File: src/rtl/pulpino_qsys_pkg.sv
// Shared definitions for the DE10-Nano bring-up test system: FSM state
// encoding, LEDR bit positions, boot/timer/IRQ constants and the helper
// that turns the period switches into a timer compare value.
package pulpino_qsys_pkg;

    typedef enum logic [1:0] {
        ST_BOOT  = 2'd0,
        ST_SETUP = 2'd1,
        ST_RUN   = 2'd2,
        ST_IRQ   = 2'd3
    } state_t;

    // Boot and setup sequence
    localparam logic [31:0] BOOT_ADDR    = 32'h0000_8000;
    localparam int          SETUP_CYCLES = 256;
    // pc value during the final setup fetch; SETUP exits on that cycle.
    localparam logic [31:0] SETUP_LAST_PC = BOOT_ADDR + 32'(4 * (SETUP_CYCLES - 1));

    // Interval timer
    localparam int TIMER_PERIOD = 256;
    localparam int PERIOD_SCALE = 16;
    localparam int PERIOD_SEL_W = 6;
    // Wide enough for 63 * 16 = 1008.
    localparam int COMPARE_W    = 10;

    // Interrupt handler
    localparam int                 IRQ_CYCLES = 4;
    localparam int                 IRQ_CNT_W  = $clog2(IRQ_CYCLES);
    localparam logic [IRQ_CNT_W-1:0] IRQ_LAST = IRQ_CNT_W'(IRQ_CYCLES - 1);

    // LEDR bit positions
    localparam int LED_SW_LSB      = 0;
    localparam int LED_SW_W        = 4;
    localparam int LED_SETUP_DONE  = 4;
    localparam int LED_IRQ_ACTIVE  = 5;
    localparam int LED_IRQ_CNT_LSB = 6;
    localparam int IRQ_COUNT_W     = 4;

    // A zero selection falls back to the default period.
    function automatic logic [COMPARE_W-1:0] calc_compare(input logic [PERIOD_SEL_W-1:0] sel);
        if (sel == '0) begin
            return COMPARE_W'(TIMER_PERIOD);
        end
        return COMPARE_W'(sel) * COMPARE_W'(PERIOD_SCALE);
    endfunction

endpackage

File: src/rtl/qsys_timer.sv
// Programmable interval timer.
// Ports:
//   i_clk        - board clock
//   i_rst        - synchronous active-high reset
//   i_load       - latch the compare value from i_period_sel
//   i_period_sel - period selection (0 = default period, else sel * scale)
//   i_count_en   - count while the system is running or servicing an IRQ
//   i_freeze_n   - low holds the counter at its current value
//   o_hit        - one-cycle pulse on the cycle the counter wraps
module qsys_timer
    import pulpino_qsys_pkg::*;
(
    input  logic                    i_clk,
    input  logic                    i_rst,
    input  logic                    i_load,
    input  logic [PERIOD_SEL_W-1:0] i_period_sel,
    input  logic                    i_count_en,
    input  logic                    i_freeze_n,
    output logic                    o_hit
);

    logic [COMPARE_W-1:0] r_count;
    logic [COMPARE_W-1:0] r_compare;
    logic                 w_advance;
    logic                 w_wrap;

    assign w_advance = i_count_en & i_freeze_n;
    assign w_wrap    = (r_count == r_compare - COMPARE_W'(1));
    // A frozen counter sitting on the wrap value does not hit.
    assign o_hit     = w_advance & w_wrap;

    // NOTE: state registers use non-blocking assignments so every flop
    // samples the pre-edge values regardless of statement order.
    always_ff @(posedge i_clk) begin
        if (i_rst) begin
            r_count   <= '0;
            r_compare <= COMPARE_W'(TIMER_PERIOD);
        end else begin
            if (i_load) begin
                r_compare <= calc_compare(i_period_sel);
            end
            if (w_advance) begin
                r_count <= w_wrap ? '0 : r_count + COMPARE_W'(1);
            end
        end
    end

endmodule

File: src/rtl/pulpino_qsys_test_sys.sv
// Board-level bring-up test system: boot/setup sequencer, interval timer
// with interrupt, software interrupt from KEY[2], and LED status mapping.
// Ports:
//   CLOCK_50 - 50 MHz board clock, rising edge
//   KEY[3:0] - push-buttons, active-low: [0] reset, [1] timer freeze,
//              [2] software interrupt (falling edge), [3] unused
//   SW[9:0]  - [3:0] mirrored to LEDs after setup, [9:4] timer period select
//   LEDR[9:0]- registered status: [3:0] switches, [4] setup_done,
//              [5] in IRQ, [9:6] irq_count
module pulpino_qsys_test_sys
    import pulpino_qsys_pkg::*;
(
    input  logic       CLOCK_50,
    input  logic [3:0] KEY,
    input  logic [9:0] SW,
    output logic [9:0] LEDR
);

    logic                   r_rst;
    state_t                 r_state;
    state_t                 w_state_nxt;
    logic [31:0]            r_pc;
    logic                   r_setup_done;
    logic                   r_irq_pending;
    logic [IRQ_COUNT_W-1:0] r_irq_count;
    logic [IRQ_CNT_W-1:0]   r_irq_cyc;
    logic [1:0]             r_key2_sync;
    logic                   r_key2_prev;
    logic [9:0]             r_ledr;

    logic w_setup_last;
    logic w_irq_last;
    logic w_sw_irq;
    logic w_timer_hit;
    logic w_setup_exit;
    logic w_service;
    logic w_timer_en;
    logic w_in_irq;
    logic w_unused_key3;

    assign w_unused_key3 = KEY[3];

    // NOTE: the reset button is registered once and then used as a plain
    // synchronous reset; r_rst itself has no reset since it is the source.
    always_ff @(posedge CLOCK_50) begin
        r_rst <= ~KEY[0];
    end

    assign w_setup_last = (r_pc == SETUP_LAST_PC);
    assign w_irq_last   = (r_irq_cyc == IRQ_LAST);
    assign w_sw_irq     = r_key2_prev & ~r_key2_sync[1];

    // State register
    always_ff @(posedge CLOCK_50) begin
        if (r_rst) begin
            r_state <= ST_BOOT;
        end else begin
            r_state <= w_state_nxt;
        end
    end

    // Next-state logic
    // NOTE: every always_comb output gets a default first, so no path
    // through the case can leave it unassigned and infer a latch.
    always_comb begin
        w_state_nxt = r_state;
        case (r_state)
            ST_BOOT:  w_state_nxt = ST_SETUP;
            ST_SETUP: if (w_setup_last)  w_state_nxt = ST_RUN;
            ST_RUN:   if (r_irq_pending) w_state_nxt = ST_IRQ;
            ST_IRQ:   if (w_irq_last)    w_state_nxt = ST_RUN;
            default:  w_state_nxt = ST_BOOT;
        endcase
    end

    // FSM outputs
    always_comb begin
        w_setup_exit = 1'b0;
        w_service    = 1'b0;
        w_timer_en   = 1'b0;
        w_in_irq     = 1'b0;
        case (r_state)
            ST_SETUP: w_setup_exit = w_setup_last;
            ST_RUN: begin
                w_timer_en = 1'b1;
                w_service  = r_irq_pending;
            end
            ST_IRQ: begin
                w_timer_en = 1'b1;
                w_in_irq   = 1'b1;
            end
            default: ;
        endcase
    end

    qsys_timer u_timer (
        .i_clk        (CLOCK_50),
        .i_rst        (r_rst),
        .i_load       (w_setup_exit),
        .i_period_sel (SW[9:4]),
        .i_count_en   (w_timer_en),
        .i_freeze_n   (KEY[1]),
        .o_hit        (w_timer_hit)
    );

    always_ff @(posedge CLOCK_50) begin
        if (r_rst) begin
            r_pc          <= BOOT_ADDR;
            r_setup_done  <= 1'b0;
            r_irq_pending <= 1'b0;
            r_irq_count   <= '0;
            r_irq_cyc     <= '0;
            // Idle-high so leaving reset with KEY[2] released is not an edge.
            r_key2_sync   <= 2'b11;
            r_key2_prev   <= 1'b1;
        end else begin
            r_key2_sync <= {r_key2_sync[0], KEY[2]};
            r_key2_prev <= r_key2_sync[1];

            if (r_state == ST_SETUP) begin
                r_pc <= r_pc + 32'd4;
            end
            if (w_setup_exit) begin
                r_setup_done <= 1'b1;
            end

            // A single pending bit: coincident or repeated events collapse
            // into one interrupt. A new event wins over the service clear.
            if (w_timer_hit || w_sw_irq) begin
                r_irq_pending <= 1'b1;
            end else if (w_service) begin
                r_irq_pending <= 1'b0;
            end

            if (w_service) begin
                r_irq_count <= r_irq_count + IRQ_COUNT_W'(1);
            end

            r_irq_cyc <= w_in_irq ? r_irq_cyc + IRQ_CNT_W'(1) : '0;
        end
    end

    // LED register: reflects the state one cycle after it changes.
    always_ff @(posedge CLOCK_50) begin
        if (r_rst) begin
            r_ledr <= '0;
        end else begin
            r_ledr[LED_SW_LSB +: LED_SW_W]          <= r_setup_done ? SW[3:0] : '0;
            r_ledr[LED_SETUP_DONE]                  <= r_setup_done;
            r_ledr[LED_IRQ_ACTIVE]                  <= (r_state == ST_IRQ);
            r_ledr[LED_IRQ_CNT_LSB +: IRQ_COUNT_W]  <= r_irq_count;
        end
    end

    assign LEDR = r_ledr;

endmodule

File: config.mk
export PLATFORM = sky130hd
export DESIGN_NAME = pulpino_qsys_test_sys
export DESIGN_NICKNAME = d
export VERILOG_FILES = /design/src/rtl/pulpino_qsys_pkg.sv /design/src/rtl/qsys_timer.sv /design/src/rtl/pulpino_qsys_test_sys.sv
export SDC_FILE = /design/constraint.sdc
export NUM_CORES = 1
export LEC_CHECK = 0
export ABC_AREA = 1
export BUFFER_PORTS_ARGS = -buffer_cell sky130_fd_sc_hd__buf_2
export CORE_UTILIZATION = 40
export DETAILED_ROUTE_END_ITERATION = 16
export GPL_ROUTABILITY_DRIVEN = 0
export PLACE_DENSITY = 0.55
export SYNTH_ARGS = -nofsm -noshare
export SYNTH_HDL_FRONTEND = slang
export SYNTH_SLANG_ARGS = --single-unit
File: constraint.sdc
create_clock -name CLOCK_50 -period 3.72 [get_ports CLOCK_50]
set_input_delay 0.558 -clock CLOCK_50 [delete_from_list [all_inputs] [get_ports CLOCK_50]]
set_output_delay 0.558 -clock CLOCK_50 [all_outputs]
set_load 0.1 [all_outputs]
[Word-level counts from Yosys, hierarchy flattened]
Index checks and enable logic that the tools add are counted.
Cells by class
  bitwise logic cells: 7
  equality and inequality tests: 9
  reductions and logical operators: 8
  muxes and demuxes: 16
  $add $sub $neg: 5
Operators by type and width (count)
  $add 32x3->32 const B: 1
  $eq 32x16->1 const B: 1
  $mux 10: 3
  $add 10x1->10 const B: 1
  $eq 10x10->1: 1
  $sub 10x1->10 const B: 1
  $mux 1: 9
  $pmux 2 s4: 1
  $eq 2x2->1 const B: 3
  $logic_not 6->1: 1
  $mux 2: 3
  $ne 2x2->1 const B: 3
  $reduce_or 2->1: 3
  $add 4x1->4 const B: 1
  $not 1->1: 4
  $and 1x1->1: 3
  $reduce_and 3->1: 1
  $add 2x1->2 const B: 1
  $eq 2x1->1 const B: 1
  $logic_not 2->1: 1
  $reduce_bool 2->1: 1
  $logic_or 1x1->1: 1
Word-level totals
  flip-flop bits (word level): 76
  input port bits: 15
  output and inout bits: 10
  word-level logic and storage cells: 58

[Logic depth before layout (Yosys ltp)]
Gate-level depths: netlist (run 1).
  word-level depth: 7
  gate-level depth with buffers: 11
  gate-level depth less buffers: 11

[Modules after synthesis]
Synthesis (run 1) repeated with hierarchy kept, for this count alone.
Second synthesis, totals
  cells, all modules: 496
  area, all modules: 3382.0 um^2
By module, submodules not included
  pulpino_qsys_test_sys: cells each 359, seq. area each 1081.0 um^2, area each 2489.9 um^2, times used 1
  qsys_timer: cells each 137, seq. area each 320.3 um^2, area each 892.1 um^2, times used 1

[Least setup slack after synthesis (run 1)]
OpenSTA, ideal clock, no wires.
  path kind: register to output
  from: register r_ledr[0], in the netlist LEDR[0]
  to: output port LEDR[0]
  stages on the path, launching flop included: 1
  required time: 3.162 ns
  slack: 2.253 ns
  path buffers: 0
  arrival time: 0.909 ns
  path through: dfxtp_1
RTL lines
  start, declared: RTL line pulpino_qsys_test_sys.sv:29  | logic [9:0] r_ledr;
  start signal, assigned by index: RTL line pulpino_qsys_test_sys.sv:148  | r_ledr[LED_SW_LSB +: LED_SW_W] <= r_setup_done ? SW[3:0] : '0;
  start signal, assigned by index: RTL line pulpino_qsys_test_sys.sv:149  | r_ledr[LED_SETUP_DONE] <= r_setup_done;
  start signal, assigned by index: RTL line pulpino_qsys_test_sys.sv:150  | r_ledr[LED_IRQ_ACTIVE] <= (r_state == ST_IRQ);
  end, declared: RTL line pulpino_qsys_test_sys.sv:16  | output logic [9:0] LEDR
No word-level cell between the ends.

==> results by group, run 1 <==
Setup path
  • Crit path launch: r_rst$_DFF_P_
  • Worst-path maximum fanout: 32
  • CP cell instances: buf_4 > inv_1 > o21ai_0 > a21oi_1
  • CP top delay family: buffers and inverters
  • Critical Path End Type: flop
  • Reg2reg start: r_rst$_DFF_P_
  • Worst setup endpoint: r_pc[2]$_SDFFE_PP0P_
  • Worst path max stage delay: 0.77 ns
  • Worst-path cell with the longest stage delay: inv_1
  • Arr. time, crit path: 2.07 ns
  • Worst EP required: 4.00 ns
  • RR Endpoint: r_pc[2]$_SDFFE_PP0P_
  • Critical path class: reg -> reg
  • Reg2Reg Setup Slack: 1.93 ns
  • Startpoint types: flop
  • FF-to-FF path depth: 4
  • WP depth: 4
  • WP buf/inv: 2

CTS
  • Post-CTS sizing: 0
  • Clock Sinks: 70
  • Longest Clk Path Bufs: 2
  • # H-tree levels: 3
  • Post-CTS setup buffer count: 0
  • CTS root buffer: clkbuf_8
  • Total CTS buffers: 9
  • Clk_lat worst skew: 0.35 ns
  • TritonCTS clock tree: done
  • Register clock-pin slew on the reported worst setup and hold paths: 0.08 ns
  • Hold buffers post-CTS: 0

Synthesis
  • Post-synthesis cell type count: 36
  • Seq/Total Area, Yosys: 39.04%
  • Top cell type's share of synthesized area: 39.04%
  • Mapped Area: 3590 um2
  • Top cells by area, synth: dfxtp_1 39%, nand2_1 13%, nor2_1 12%
  • Mapped Nets: 553
  • Avg Inst Size Synth: 6.735 um2
  • Post-Synthesis Cells: 533
  • Synth Warn #: 0
  • Post-synth top area cell: dfxtp_1
  • Flops & latches, synth: 70

Global routing
  • First-pass GRT wire length: 13420 um
  • Initial antenna violation count: 0
  • GRT Overall Usage: 17.46%
  • Met3 Usage GRT: 4.335%
  • Vias in the first global route: 3004
  • GRT Residual Overflow: 0
  • Met1 Usage GRT: 23.15%
  • Met2 Usage GRT: 27.79%
  • GRT busiest layer: met2
  • Largest net degree at the start of global routing: 33

STA
  • Worst clock skew: 0.008402 ns
  • Minimum clock period: 1.792 ns
  • Final Setup Violations: 0
  • Setup TNS: 0 ns
  • Worst slew margin relative to its limit: 32.91%
  • RSZ-0062 raised after global routing: no
  • Worst-margin pin slew: 1.005 ns
  • Post-route clock period utilization: 48.18%
  • Max Slew Vio Count: 0
  • Hold Vio Cnt, Final: 0
  • Peak Freq: 0.5579 GHz

Route
  • Total wire length: 7488 um
  • Final ANT Viol Nets: 0
  • Vias: 3186
  • Initial DRC count: 136
  • WL/cell: 11.13 um
  • DRT Pass-1 Iters: 4
  • DRC viols: 0
  • Vias/cell: 4.734

Power and ir drop
  • Peak VDD IR: 0.2142 mV
  • Pwr Density: 365.9 nW/um2
  • LEAKAGE: 0.001584 uW

Floorplanning
  • Die area: 9357 um2
  • Die width: 96.73 um
  • IO Count: 25
  • FP Rows: 34
  • DIE HEIGHT: 96.73 um
  • Initial Util: 41.16%
  • Core area: 8721 um2

Final layout
  • Ant diodes: 0
  • Final nets: 580
  • Layout cells sized above 1: 14.16%
  • Final Cell Area: 3991 um2
  • Layout Area Growth over Synthesis: 11.19%

Min path
  • HP Class: in -> reg
  • Hold Path Origin: KEY[0]

Place
  • Detailed placement HPWL: 5474 um
  • Placed Area: 3806 um2
  • Buffers on Ports: 23

Run
  • Max-cap viol count: 0

Run status
  • Status: complete, no violations
[worst min-delay path by stage]
stage	end	slack [ns]	cells past startpoint
CTS	r_rst$_DFF_P_	0.33	2
detailed placement	r_key2_sync[1]$_SDFF_PP1_	0.40	1
floorplan	r_key2_sync[1]$_SDFF_PP1_	0.39	1
global placement	r_key2_sync[1]$_SDFF_PP1_	0.39	1
finish	r_rst$_DFF_P_	0.34	2
global route	r_rst$_DFF_P_	0.34	2
[placed cells by master (no fill, tap or decap), drive strengths merged, types with 2 or more instances in the layout]
cell type	instances
nand4	9
buf	24
nand3	29
dfxtp	70
o21ai	22
clkbuf	9
nor3	7
inv	73
o21a	4
clkinvlp	2
nand2	137
clkinv	2
xor2	8
a21oi	24
nor2	129
or2	2
ha	5
xnor2	3
[state kept, by name (all words and copies together), names as in the netlist]
signal             count
u_timer.r_compare      6
r_irq_pending          1
r_key2_sync            2
r_irq_count            4
r_irq_cyc              2
r_key2_prev            1
u_timer.r_count       10
r_state                2
r_pc                  30
r_setup_done           1
r_rst                  1
LEDR                  10
[cell usage after synthesis (all sizes together)]
cell and count:
a21oi 24, o211ai 1, o21ai 22, nand4 9, ha 5, or2 2, dfxtp 70, o21a 4
inv 68, a31oi 1, clkbuf 6, nor4 1, nor3 7, xor2 8, a22oi 1, nand3 29
nor2 129, buf 2, clkinv 2, xnor2 3, a21o 1, o21bai 1, nand2 137
[metal layers]
metal	part of all wire, %	routed length [um]
met5	0	0
met4	1.7	127
met3	3.1	230
met2	44	3315
met1	51	3815
[worst register-to-register path: stages, from the launching register on]
cell,delay [ns]
dfxtp_1,0.30
buf_4,0.23
inv_1,0.77
o21ai_0,0.24
a21oi_1,0.18
[cells by family after synthesis]
logic type,count (synthesis),share of synthesized area [%]
simple gates,314,39.56
buf+inv,78,8.609
flops,70,39.04
compound gates,55,8.366
xor+xnor,11,2.684
fa+ha+maj,5,1.743
[final cells by class]
cell class | instances | area [um2]
tap | 108 | 135.1
multi-input combinational | 385 | 1879
clock buffer | 9 | 123.9
timing repair buffer | 24 | 122.6
clock inverter | 7 | 61.31
sequential | 70 | 1401
inverter | 70 | 267.8
fill | 924 | 4730
[power by group]
group | internal, uW | switching, uW
Sequential | 764 | 14.3
Combinational | 27.9 | 65.1
Clock | 256 | 333
[stage by stage]
stage               setup WS (ns)  utilization [%]  hold WS, ns  instances  power (uW)
CTS                         1.870            45.77       0.3304        673        1481
global placement            1.944            43.64       0.3910        657       886.4
floorplan                   2.253                -       0.3895        533       862.8
detailed placement          1.913            43.64       0.3963        657       888.4
global route                1.711            45.77       0.3434        673        1528
finish                      1.928            45.77       0.3446        673        1460
(Power assumes the default switching activity.)
==> run 2, diff against run 1 <==
Settings changed: ABC_AREA 1 to 0, PLACE_DENSITY 0.55 to 0.57.
Clock period 3.72 ns to 1.56 ns, I/O delays scaled along.
==> run 2 against run 1 <==
The run now ends with negative setup slack left. Sequential cell count unchanged. Non-clock buffer count increased by 89. Sequential power increased by 130%. Die area decreased by 10%. First-iteration DRC count decreased by 59%. Global-route usage increased by 2.5 points. Critical path type unchanged. Largest power group unchanged.
==> results by group, run 2 <==
Setup path
  • WP buf/inv: 1
  • CP cell instances: or4_4 > or3_4 > a211oi_4 > buf_6 > o311a_1
  • Worst-path maximum fanout: 4
  • Startpoint types: flop
  • Worst-path cell with the longest stage delay: or4_4
  • Reg2Reg Setup Slack: -0.29 ns
  • Worst path max stage delay: 0.53 ns
  • Critical path class: reg -> reg
  • Critical Path End Type: flop
  • CP top delay family: simple AND/OR/NAND/NOR gates
  • Worst EP required: 1.86 ns
  • Arr. time, crit path: 2.15 ns

Final layout
  • Ant diodes: 0
  • Most frequent cells in the layout: 74 x buf_4, 52 x dfxtp_1, 30 x nand2_1, 23 x nor2_1, 23 x buf_2
  • # fillers: 707
  • Largest Register: r_pc
  • Layout Area Growth over Synthesis: 40.48%
  • Most common cell after layout, fill and taps aside: buf_4
  • Final nets: 480
  • Layout cells sized above 1: 40.43%
  • Final core occ: 58.13%
  • Max reg flops: 30

Route
  • Total wire length: 7796 um
  • Vias/cell: 5.229
  • Initial DRC count: 56
  • DRC viols: 0
  • Final ANT Viol Nets: 0
  • WL/cell: 13.75 um
  • DRT Pass-1 Iters: 5
  • Vias: 2965

STA
  • Max Slew Vio Count: 0
  • Worst-margin pin slew: 0.4933 ns
  • Peak Freq: 0.5403 GHz
  • Minimum clock period: 1.851 ns
  • Hold Vio Cnt, Final: 0
  • Hold Slack: 0.06197 ns
  • Worst slew margin relative to its limit: 67.34%
  • RSZ-0062 raised after global routing: yes
  • Worst clock skew: 0.01231 ns
  • Post-route clock period utilization: 118.6%
  • Final WS setup: -0.2909 ns
  • Final Setup Violations: 32

Floorplanning
  • Die area: 8398 um2
  • DIE HEIGHT: 91.64 um
  • FP Rows: 32
  • Die width: 91.64 um
  • Core area: 7767 um2
  • Initial Util: 41.38%
  • IO Count: 25

Synthesis
  • Combinational family with the most area after synthesis: simple AND/OR/NAND/NOR gates
  • Simple-gate portion of the synthesized area: 28.03%
  • Asr flop ratio synth: 0%
  • Top cell type's share of synthesized area: 43.60%
  • Xor/xnor share of the synthesized area: 7.902%
  • Post-synthesis mux area share: 2.530%
  • Post-Synth Adder-Cell Area: 1.946%
  • Synth Warn #: 0
  • Avg Inst Size Synth: 9.132 um2
  • Top cells by area, synth: dfxtp_1 44%, xor2_1 4.1%, xnor2_1 3.8%
  • Seq/Total Area, Yosys: 43.60%
  • Post-Synthesis Cells: 352
  • Flops & latches, synth: 70
  • Post-synth EDFFs: 0
  • Mapped Nets: 372
  • Post-synth top area cell: dfxtp_1
  • Synth Flop Type: dfxtp_1
  • Mapped Area: 3214 um2
  • Synth top cells by count: 70 x dfxtp_1, 31 x nand2_1, 23 x nor2_1, 19 x a21oi_1, 17 x nand4_1
  • Count leader, synth: dfxtp_1
  • Compound-Gate Fraction of Synth Area: 11.79%
  • Post-synthesis cell type count: 44

Global routing
  • Initial antenna violation count: 0
  • GRT Residual Overflow: 0
  • GRT Overall Usage: 20.00%
  • Vias in the first global route: 2929
  • First-pass GRT wire length: 13370 um
  • Largest net degree at the start of global routing: 24

Run status
  • Violated checks: negative setup slack
  • Status: finished, violations left

Place
  • Detailed placement HPWL: 5486 um
  • Buffers on Ports: 23

Power and ir drop
  • Peak VDD IR: 0.4914 mV
  • LEAKAGE: 0.001757 uW
  • Pwr Density: 746.3 nW/um2

CTS
  • TritonCTS clock tree: done
  • CTS root buffer: clkbuf_8
  • Longest Clk Path Bufs: 2
  • # H-tree levels: 3
  • Clock Sinks: 70
  • Total CTS buffers: 9
  • Register clock-pin slew on the reported worst setup and hold paths: 0.08 ns
  • Clk_lat worst skew: 0.35 ns

Run
  • Max-cap viol count: 0

Min path
  • HP Class: in -> reg
## run 2: cell type report
cell class	instances	area [um2]	area share (%)
multi-input cells	257	1871	41.42
flip-flops and latches	70	1426	31.59
well taps	102	127.6	2.826
clock buffers	10	148.9	3.297
inverters	9	33.78	0.7481
clock inverters	6	50.05	1.108
repair buffers	113	858.3	19.01
## run 2: power breakdown
group / switching [uW] / internal, uW
Clock: 751 / 693
Combinational: 64.0 / 53.2
Sequential: 11.7 / 1800
## run 2: routing by layer
layer / share of wire, % / wire, um / GRT usage (%)
met1: 46 / 3561 / 23.96
met2: 50 / 3931 / 35.46
met3: 2.6 / 201 / 3.566
met4: 1.3 / 101 / 7.540
met5: 0 / 0 / 0
## run 2: worst paths after layout
check	depth (start not counted)	startpoint	to
setup reg to reg	5	u_timer.r_compare[4]$_SDFFE_PP0P_	r_irq_pending$_SDFFE_PP0P_
hold / removal	2	KEY[2]	r_key2_sync[0]$_SDFF_PP1_
setup / recovery	5	u_timer.r_compare[4]$_SDFFE_PP0P_	r_irq_pending$_SDFFE_PP0P_
hold reg to reg	1	r_key2_sync[0]$_SDFF_PP1_	r_key2_sync[1]$_SDFF_PP1_
## run 2: metrics by stage
step / setup WS, ns / setup TNS, ns / instances / power (uW) / cell area (um2)
global route: -0.3191 / -7.833 / 567 / 3521 / 4516
finish: -0.2909 / -5.850 / 567 / 3370 / 4516
global placement: -0.2543 / -5.293 / 536 / 1959 / 3996
floorplan: -0.2539 / -3.490 / 352 / 1910 / 3291
CTS: -0.3093 / -6.000 / 565 / 3412 / 4407
detailed placement: -0.3074 / -6.515 / 536 / 1961 / 3996
## run 2: what timing repair did
action | 4_1_cts | 5_1_grt
hold buffers | 1 | 0
pin swaps | 15 | 17
gates cloned | 0 | 0
gates resized for setup | 24 | 24
endpoints found under the setup margin | 34 | 39
setup buffers | 12 | 5
hold endpoints to repair | 1 | 0
## run 2: cells by family (layout without fill, tap and decap cells)
family,Yosys count,in the layout
buffers and inverters,25,138
xor gates and xnor gates,29,29
AOI/OAI and AO/OA,56,56
adders and majority gates,5,5
and+or+nand+nor,159,159
muxes,8,8
DFF,70,70
==> run 3, diff against run 2 <==
Settings changed: MAX_ROUTING_LAYER set to met4.
==> run 3 against run 2 <==
The flow still finishes with violations (negative setup slack). Sequential share of layout area is the same. Total power barely moved. Critical path depth unchanged. Maximum frequency barely moved. Sequential power about the same. Combinational power about the same. Clock skew barely moved. Worst setup slack lost 0.00081 ns. Critical endpoint unchanged. Largest power group unchanged.
==> results by group, run 3 (synthesized netlist as in run 2, its figures left out) <==
Run status
  • Status: finished, violations left
  • Violated checks: negative setup slack

Global routing
  • Met2 Usage GRT: 35.46%
  • Initial antenna violation count: 0
  • GRT Residual Overflow: 0
  • Met3 Usage GRT: 3.566%
  • Largest net degree at the start of global routing: 24
  • Vias in the first global route: 2930
  • Met1 Usage GRT: 23.96%
  • GRT Overall Usage: 20.57%
  • GRT busiest layer: met2
  • First-pass GRT wire length: 13380 um

STA
  • Worst clock skew: 0.01235 ns
  • Worst-margin pin slew: 0.4933 ns
  • Minimum clock period: 1.852 ns
  • RSZ-0062 raised after global routing: yes
  • Peak Freq: 0.5400 GHz
  • Worst slew margin relative to its limit: 67.34%
  • Hold Vio Cnt, Final: 0
  • Max Slew Vio Count: 0
  • Final WS setup: -0.2917 ns
  • Hold Slack: 0.06177 ns
  • Post-route clock period utilization: 118.7%
  • Final Setup Violations: 32

Final layout
  • Max reg flops: 30
  • Final nets: 480
  • Layout Area Growth over Synthesis: 40.48%
  • Most frequent cells in the layout: 74 x buf_4, 52 x dfxtp_1, 30 x nand2_1, 23 x nor2_1, 23 x buf_2
  • Most common cell after layout, fill and taps aside: buf_4
  • Ant diodes: 0
  • Largest Register: r_pc
  • Layout cells sized above 1: 40.43%
  • Post-Layout Cell Count: 567
  • # fillers: 707

Power and ir drop
  • Clock group share of total power: 42.9%
  • Cell Int Power: 2544 uW
  • Pwr Density: 746.6 nW/um2
  • LEAKAGE: 0.001757 uW
  • Peak VDD IR: 0.4913 mV
  • Comb power frac: 3.5%
  • Sequential Power Share: 53.7%
  • Psw: 828.0 uW
  • Sw frac: 24.56%
  • Total power: 3372 uW

CTS
  • Clk_lat worst skew: 0.35 ns
  • # H-tree levels: 3
  • Register clock-pin slew on the reported worst setup and hold paths: 0.08 ns
  • CTS root buffer: clkbuf_8
  • Longest Clk Path Bufs: 2
  • Total CTS buffers: 9
  • TritonCTS clock tree: done
  • Clock Sinks: 70

Route
  • DRC viols: 0
  • Vias/cell: 5.228
  • Total wire length: 7797 um
  • Vias: 2964
  • Initial DRC count: 59
  • Final ANT Viol Nets: 0
  • WL/cell: 13.75 um
  • DRT Pass-1 Iters: 5

Setup path
  • CP top delay family: simple AND/OR/NAND/NOR gates
  • Worst-path cell with the longest stage delay: or4_4
  • Critical path class: reg -> reg
  • WP depth: 5
  • WP buf/inv: 1
  • FF-to-FF path depth: 5
  • Arr. time, crit path: 2.15 ns
  • Worst path max stage delay: 0.53 ns
  • Critical Path End Type: flop
  • Worst-path maximum fanout: 4
  • Worst EP required: 1.86 ns
  • CP cell instances: or4_4 > or3_4 > a211oi_4 > buf_6 > o311a_1
  • Startpoint types: flop

Floorplanning
  • DIE HEIGHT: 91.64 um
  • Die area: 8398 um2
  • Core area: 7767 um2
  • Initial Util: 41.38%
  • Die width: 91.64 um
  • IO Count: 25
  • FP Rows: 32

Min path
  • Hold Path Cell Cnt: 2
  • HP Class: in -> reg

Run
  • Max-cap viol count: 0

Place
  • Place WS: -0.3074 ns
  • Placed instance count: 536
  • Buffers on Ports: 23
  • Detailed placement HPWL: 5486 um
-- run 3: cell counts in the layout (fill, tap and decap cells not counted) --
No cell type changed its count.
-- run 3: power by group through the flow --
| stage | logic, uW | registers [uW] | clock network (uW) |
|---|---|---|---|
| 2_1_floorplan | 60.2 | 1850 | 0 |
| 5_1_grt | 134 | 1810 | 1580 |
| 3_5_place_dp | 110 | 1850 | 0 |
| 6_report | 117 | 1810 | 1440 |
| 4_1_cts | 114 | 1810 | 1490 |
| 3_3_place_gp | 108 | 1850 | 0 |
-- run 3: area by class of cell --
| type | count | area [um2] | area share, % |
|---|---|---|---|
| flip-flops and latches | 70 | 1426 | 31.59 |
| multi-input cells | 257 | 1871 | 41.42 |
| clock buffers | 10 | 148.9 | 3.297 |
| repair buffers | 113 | 858.3 | 19.01 |
| inverters | 9 | 33.78 | 0.7481 |
| clock inverters | 6 | 50.05 | 1.108 |
| well taps | 102 | 127.6 | 2.826 |
-- run 3: worst paths after layout --
path                                          start                         end  slack [ns]
hold / removal                               KEY[2]   r_key2_sync[0]$_SDFF_PP1_        0.06
hold reg to reg           r_key2_sync[0]$_SDFF_PP1_   r_key2_sync[1]$_SDFF_PP1_        0.42
setup reg to reg  u_timer.r_compare[4]$_SDFFE_PP0P_  r_irq_pending$_SDFFE_PP0P_       -0.29
setup / recovery  u_timer.r_compare[4]$_SDFFE_PP0P_  r_irq_pending$_SDFFE_PP0P_       -0.29
-- run 3: per-stage QoR --
| step | utilization (%) | instance area [um2] | setup TNS [ns] |
|---|---|---|---|
| after detailed placement | 51.45 | 3996 | -6.515 |
| after global placement | 51.45 | 3996 | -5.293 |
| final | 58.13 | 4516 | -5.847 |
| after global routing | 58.13 | 4516 | -7.833 |
| after floorplan | - | 3291 | -3.490 |
| after CTS | 56.73 | 4407 | -6.000 |
-- run 3: what timing repair did --
| item | CTS | global route |
|---|---|---|
| buffers inserted | 12 | 5 |
| resized for setup | 24 | 24 |
| hold buffers | 1 | 0 |
| endpoints found under the setup margin | 34 | 39 |
| hold endpoints to repair | 1 | 0 |
| pin swaps | 15 | 17 |
-- run 3: layer usage --
metal,vias up,share of wire (%)
met1,1419,46
li1,1498,-
met4,0,1.3
met3,11,2.6
met2,36,50
met5,-,0
